==> config.mk <==
export PLATFORM = sky130hd
export DESIGN_NAME = byte_striping_tx
export DESIGN_NICKNAME = d
export VERILOG_FILES = /design/src/rtl/byte_striping_pkg.sv /design/src/rtl/byte_striping_lane_buf.sv /design/src/rtl/byte_striping_tx.sv
export SDC_FILE = /design/constraint.sdc
export NUM_CORES = 1
export LEC_CHECK = 0
export BUFFER_PORTS_ARGS = -buffer_cell sky130_fd_sc_hd__buf_4
export CORE_MARGIN = 2
export CORE_UTILIZATION = 40
export CTS_BUF_LIST = sky130_fd_sc_hd__clkbuf_16
export DETAILED_ROUTE_END_ITERATION = 6
export MAX_ROUTING_LAYER = met4
export PLACE_DENSITY = 0.61
export SETUP_SLACK_MARGIN = 0.05
export SYNTH_ARGS = -nofsm -noshare
export SYNTH_HDL_FRONTEND = slang
export SYNTH_SLANG_ARGS = --single-unit
==> constraint.sdc <==
create_clock -name clk -period 6.3 [get_ports clk]
set_input_delay 0.315 -clock clk [delete_from_list [all_inputs] [get_ports clk]]
set_output_delay 0.315 -clock clk [all_outputs]
set_load 0.005 [all_outputs]
==> src/rtl/byte_striping_pkg.sv <==
// Shared definitions for the byte-striping TX/RX pair: lane count, default pad
// byte and the one-hot lane-state encoding.
package byte_striping_pkg;

  localparam int unsigned NUM_LANES        = 4;
  localparam int unsigned LANE_IDX_W       = 2;
  localparam int unsigned BYTE_W           = 8;
  localparam logic [7:0]  DEFAULT_PAD_BYTE = 8'hBC;

  // LANEn: the next accepted byte is written to lane n.
  typedef enum logic [NUM_LANES-1:0] {
    LANE0 = 4'b0001,
    LANE1 = 4'b0010,
    LANE2 = 4'b0100,
    LANE3 = 4'b1000
  } lane_state_e;

  function automatic logic [LANE_IDX_W-1:0] lane_idx(input lane_state_e s);
    logic [LANE_IDX_W-1:0] idx;
    idx = 2'd0;
    case (s)
      LANE0:   idx = 2'd0;
      LANE1:   idx = 2'd1;
      LANE2:   idx = 2'd2;
      LANE3:   idx = 2'd3;
      default: idx = 2'd0;
    endcase
    return idx;
  endfunction

endpackage

==> src/rtl/byte_striping_lane_buf.sv <==
// One striping lane: a hold register for the byte in flight plus the registered
// lane output, which takes the held byte, the live input byte, or the pad byte.
module byte_striping_lane_buf
  import byte_striping_pkg::*;
#(
  parameter logic [7:0] PAD_BYTE = DEFAULT_PAD_BYTE
) (
  input  logic              clk,
  input  logic              reset,
  input  logic              hold_we_i,
  input  logic              commit_i,
  input  logic              take_in_i,
  input  logic              pad_i,
  input  logic [BYTE_W-1:0] data_i,
  output logic [BYTE_W-1:0] data_o
);

  logic [BYTE_W-1:0] hold_q, hold_d;
  logic [BYTE_W-1:0] out_q, out_d;

  // Output keeps the last committed value between commits.
  always_comb begin
    hold_d = hold_q;
    out_d  = out_q;
    if (hold_we_i) begin
      hold_d = data_i;
    end
    if (commit_i) begin
      if (pad_i) begin
        out_d = PAD_BYTE;
      end else if (take_in_i) begin
        out_d = data_i;
      end else begin
        out_d = hold_q;
      end
    end
  end

  always_ff @(posedge clk) begin
    if (reset) begin
      hold_q <= '0;
      out_q  <= '0;
    end else begin
      hold_q <= hold_d;
      out_q  <= out_d;
    end
  end

  assign data_o = out_q;

endmodule

==> src/rtl/byte_striping_tx.sv <==
// Byte-striping transmitter: distributes a serial byte stream round-robin over
// four lanes and emits each completed (or flushed, padded) group as a strobe.
module byte_striping_tx
  import byte_striping_pkg::*;
#(
  parameter logic [7:0]  PAD_BYTE  = byte_striping_pkg::DEFAULT_PAD_BYTE,
  parameter int unsigned NUM_LANES = byte_striping_pkg::NUM_LANES
) (
  input  logic        clk,
  input  logic        reset,
  input  logic        valid_in,
  input  logic [7:0]  data_in,
  input  logic        flush,
  output logic [7:0]  data_out0,
  output logic [7:0]  data_out1,
  output logic [7:0]  data_out2,
  output logic [7:0]  data_out3,
  output logic        valid_out,
  output logic [3:0]  pad_mask,
  output logic [15:0] group_count
);

  lane_state_e state_q, state_d;

  logic                  commit_c;
  logic [LANE_IDX_W-1:0] cur_c;
  logic [LANE_IDX_W:0]   fill_c;
  logic [3:0]            hold_we_c;
  logic [3:0]            take_in_c;
  logic [3:0]            pad_c;

  logic        valid_out_q, valid_out_d;
  logic [3:0]  pad_mask_q, pad_mask_d;
  logic [15:0] group_count_q, group_count_d;

  always_ff @(posedge clk) begin
    if (reset) begin
      state_q       <= LANE0;
      valid_out_q   <= 1'b0;
      pad_mask_q    <= 4'b0000;
      group_count_q <= 16'h0000;
    end else begin
      state_q       <= state_d;
      valid_out_q   <= valid_out_d;
      pad_mask_q    <= pad_mask_d;
      group_count_q <= group_count_d;
    end
  end

  // A group closes on the fourth byte, or on flush unless nothing is pending.
  always_comb begin
    state_d       = state_q;
    commit_c      = 1'b0;
    hold_we_c     = 4'b0000;
    take_in_c     = 4'b0000;
    pad_c         = 4'b0000;
    valid_out_d   = 1'b0;
    pad_mask_d    = pad_mask_q;
    group_count_d = group_count_q;

    cur_c  = lane_idx(state_q);
    fill_c = {1'b0, cur_c} + {2'b00, valid_in};

    if (valid_in) begin
      hold_we_c[cur_c] = 1'b1;
    end

    commit_c = (valid_in && (state_q == LANE3)) ||
               (flush && (valid_in || (state_q != LANE0)));

    if (commit_c) begin
      take_in_c[cur_c] = valid_in;
      for (int i = 0; i < 4; i++) begin
        pad_c[i] = (3'(i) >= fill_c);
      end
      state_d       = LANE0;
      valid_out_d   = 1'b1;
      pad_mask_d    = pad_c;
      group_count_d = group_count_q + 16'd1;
    end else if (valid_in) begin
      case (state_q)
        LANE0:   state_d = LANE1;
        LANE1:   state_d = LANE2;
        LANE2:   state_d = LANE3;
        LANE3:   state_d = LANE0;
        default: state_d = LANE0;
      endcase
    end
  end

  logic [7:0] lane_data [NUM_LANES];

  for (genvar g = 0; g < int'(NUM_LANES); g++) begin : g_lane
    byte_striping_lane_buf #(
      .PAD_BYTE (PAD_BYTE)
    ) u_lane_buf (
      .clk       (clk),
      .reset     (reset),
      .hold_we_i (hold_we_c[g]),
      .commit_i  (commit_c),
      .take_in_i (take_in_c[g]),
      .pad_i     (pad_c[g]),
      .data_i    (data_in),
      .data_o    (lane_data[g])
    );
  end

  assign data_out0   = lane_data[0];
  assign data_out1   = lane_data[1];
  assign data_out2   = lane_data[2];
  assign data_out3   = lane_data[3];
  assign valid_out   = valid_out_q;
  assign pad_mask    = pad_mask_q;
  assign group_count = group_count_q;

endmodule

==> qor.csv <==
metric,value,unit
R2R Path End,g_lane[0].u_lane_buf.data_o[4]$_SDFFE_PP0P_,
"Req. time, crit path",6480,ps
Critical Path Start Type,flip-flop,
Layout Skew,4.214,ps
"Seq/Total Area, Yosys",45.76,%
global-route usage over all layers,19.16,%
core box area,9594,sq um
"Cell Chain, Critical Path",xnor2_1 > nor3_1 > inv_1 > ha_1 > inv_1 > a21oi_1 > nor3_1 > a211oi_1,
post-synth cell types,53,
asr flop ratio synth,0,%
CP Capture Type,flip-flop,
most frequent cells in the layout,"dfxtp_1, buf_4, a21oi_1, nor2_1, mux2i_1",
DR iter-0 viols,221,
worst endpoint data arrival time,2970,ps
fraction of layout cells with a size suffix above 1,21.76,%
top cell type by total area after synthesis,dfxtp_1,
Seq cells post-synth,89,
Slew Limit Headroom,42.25,%
Starting Density,40.58,%
gpl congestion,0.8550,
clock-pin slew on the worst setup and hold paths,60,ps
YS warnings,0,
global route overflow,0,
clk buf depth,2,
Syn Nets,424,
PD cells,268.6,nW/um^2
routed wire length,9665,microns
CTS tree,yes,
Worst-Skew Late Latency,340,ps
CP max FO,18,
peak supply drop,0.0001437,V
CP max stage delay,760,ps
H-tree depth,3,
Top Ports,65,
chip height,102.7,microns
vias in the first global route,3026,
Synth Cell Area,3894,sq um
hold path cells,3,
Filler Cell Count,934,
Setup Viol. Count Final,0,
WHS Endpoint,g_lane[0].u_lane_buf.hold_q[7]$_SDFFE_PP0P_,
Row Count,36,
fmax,0.3593,GHz
Sink Count,89,
largest net degree at the start of global routing,83,
hold buffers post-CTS,0,
hpwl dp,6474,microns
Nets,468,
worst hold start,data_in[7],
Die Width,102.7,microns
Tmin final,2783,ps
CTS buffer count,9,
post-cts resize count,0,
MaxCap Viol Count,0,
area grow syn2layout,19.99,%
PortBufs,64,
clk root buf,clkbuf_16,
worst slew pin tran,866.2,ps
Hold Crit Class,input pin to flip-flop,
top cell type's share of synthesized area,45.76,%
Post-DRT Antenna Nets,0,
WHS,286.2,ps
gate count after technology mapping,406,
crit path kind,flip-flop to flip-flop,
die area,10540,sq um
leak pwr,1.878,nW
first-pass GRT wire length,15410,microns
slowest cell on the critical path,dfxtp_1,
routed vias/inst,5.578,
routed len/inst,16.44,microns
"EDFF count, synth",0,
number of diodes,0,
1st-pass router iterations,4,
Synth area leaders,"dfxtp_1, a21oi_1, mux2i_1, nor2_1, a311oi_1",
Synth Flop Type,dfxtp_1,
Vias,3280,
FF-to-FF path depth,8,
run status,"finished, final reports clean",
TNS Setup,0,ps
"commonest non-fill, non-tap cell in the layout",dfxtp_1,
final worst-path cycle share,44.17,%
Final Hold Violating Endpoints,0,
Reg2Reg Launch Point,state_q[2]$_SDFFE_PP0P_,
worst reg-to-reg setup slack,3520,ps
setup bufs post-CTS,0,
RSZ-0062 raised after global routing,false,
DRC viols,0,
Avg Inst Size Synth,9.590,sq um
max-slew violation count,0,
initial antenna violation count,0,
-- synth_stat cells, types with 2 or more instances --
master / n
nand2_1: 9
o21a_1: 4
mux2i_1: 23
a211oi_1: 7
or4_1: 4
mux2_1: 2
nand2b_1: 3
o31ai_1: 3
and3_4: 2
ha_1: 6
xnor2_1: 3
dfxtp_1: 89
o21ai_0: 16
o2bb2ai_1: 3
o41ai_1: 2
and3_1: 9
clkbuf_1: 16
or4b_2: 2
and4_1: 3
buf_2: 8
nand4_1: 4
a21boi_0: 6
buf_4: 4
buf_6: 4
a21oi_1: 51
a32o_1: 3
and2_1: 4
a211oi_2: 4
inv_1: 14
nor3_1: 8
nor4b_2: 2
a221o_1: 3
a41o_1: 5
or4b_4: 2
nor2b_1: 2
o2111ai_1: 9
a311oi_1: 11
nand3_1: 11
nor2_1: 31
-- worst max-delay path by stage --
| stage | start | end | slack (ps) | depth (start not counted) |
|---|---|---|---|---|
| after detailed placement | state_q[2]$_SDFFE_PP0P_ | g_lane[0].u_lane_buf.data_o[4]$_SDFFE_PP0P_ | 3580 | 8 |
| after floorplan | state_q[3]$_SDFFE_PP0P_ | g_lane[0].u_lane_buf.data_o[6]$_SDFFE_PP0P_ | 3950 | 11 |
| after global routing | state_q[2]$_SDFFE_PP0P_ | g_lane[0].u_lane_buf.data_o[7]$_SDFFE_PP0P_ | 3170 | 8 |
| after CTS | state_q[2]$_SDFFE_PP0P_ | g_lane[0].u_lane_buf.data_o[4]$_SDFFE_PP0P_ | 3560 | 8 |
| final | state_q[2]$_SDFFE_PP0P_ | g_lane[0].u_lane_buf.data_o[4]$_SDFFE_PP0P_ | 3520 | 8 |
| after global placement | state_q[3]$_SDFFE_PP0P_ | g_lane[0].u_lane_buf.data_o[5]$_SDFFE_PP0P_ | 3750 | 9 |
-- routing by layer --
layer	GRT usage [%]	up-vias	wire, microns
met4	4.615	0	61
li1	-	1603	-
met3	3.797	5	442
met2	28.31	79	4403
met5	-	-	0
met1	27.01	1593	4758
-- registers in the layout (all words and copies together) (netlist names) --
name and cells:
g_lane.u_lane_buf.hold_q 32, valid_out 1, group_count 16, state_q 4
pad_mask 4, g_lane.u_lane_buf.data_o 32
-- kinds of logic after synthesis --
family,share of synthesized area [%]
AOI/OAI and AO/OA,24.00
adders and majority gates,1.928
and+or+nand+nor,15.20
buffers and inverters,5.945
xor gates and xnor gates,0.6749
DFF,45.76
muxes,6.491
-- cell type report --
type | instances | area (sq um) | area share (%)
inverters | 14 | 52.55 | 1.125
flip-flops and latches | 89 | 1782 | 38.14
repair buffers | 66 | 495.5 | 10.61
well taps | 133 | 166.4 | 3.562
clock inverters | 7 | 70.07 | 1.500
clock buffers | 9 | 225.2 | 4.821
multi-input cells | 270 | 1881 | 40.25
-- where the power goes --
| group | total [W] | internal [W] | switching [W] |
|---|---|---|---|
| combinational | 0.000122 | 0.0000505 | 0.0000714 |
| sequential | 0.000599 | 0.000582 | 0.0000168 |
| clock | 0.000534 | 0.000307 | 0.000227 |
| total | 0.00126 | 0.000940 | 0.000315 |
-- per-stage QoR --
| step | area, sq um | utilization, % | setup WS [ps] | cells | power [W] |
|---|---|---|---|---|---|
| 6_report | 4672 | 48.70 | 3517 | 588 | 0.001255 |
| 5_1_grt | 4672 | 48.70 | 3169 | 588 | 0.001305 |
| 4_1_cts | 4672 | 48.70 | 3557 | 588 | 0.001264 |
| 3_5_place_dp | 4377 | 45.62 | 3577 | 572 | 0.0007340 |
| 3_3_place_gp | 4377 | 45.62 | 3754 | 572 | 0.0007319 |
| 2_1_floorplan | 3894 | - | 3953 | 406 | 0.0006880 |
-- critical path, delay by kind of cell (launching register included) --
kind                       cells  cell delay (ps)
and+or+nand+nor                2              820
DFF                            1              760
xor gates and xnor gates       1              140
buffers and inverters          2              330
AOI/OAI and AO/OA              2              290
adders and majority gates      1              290
(Power assumes the default switching activity.)
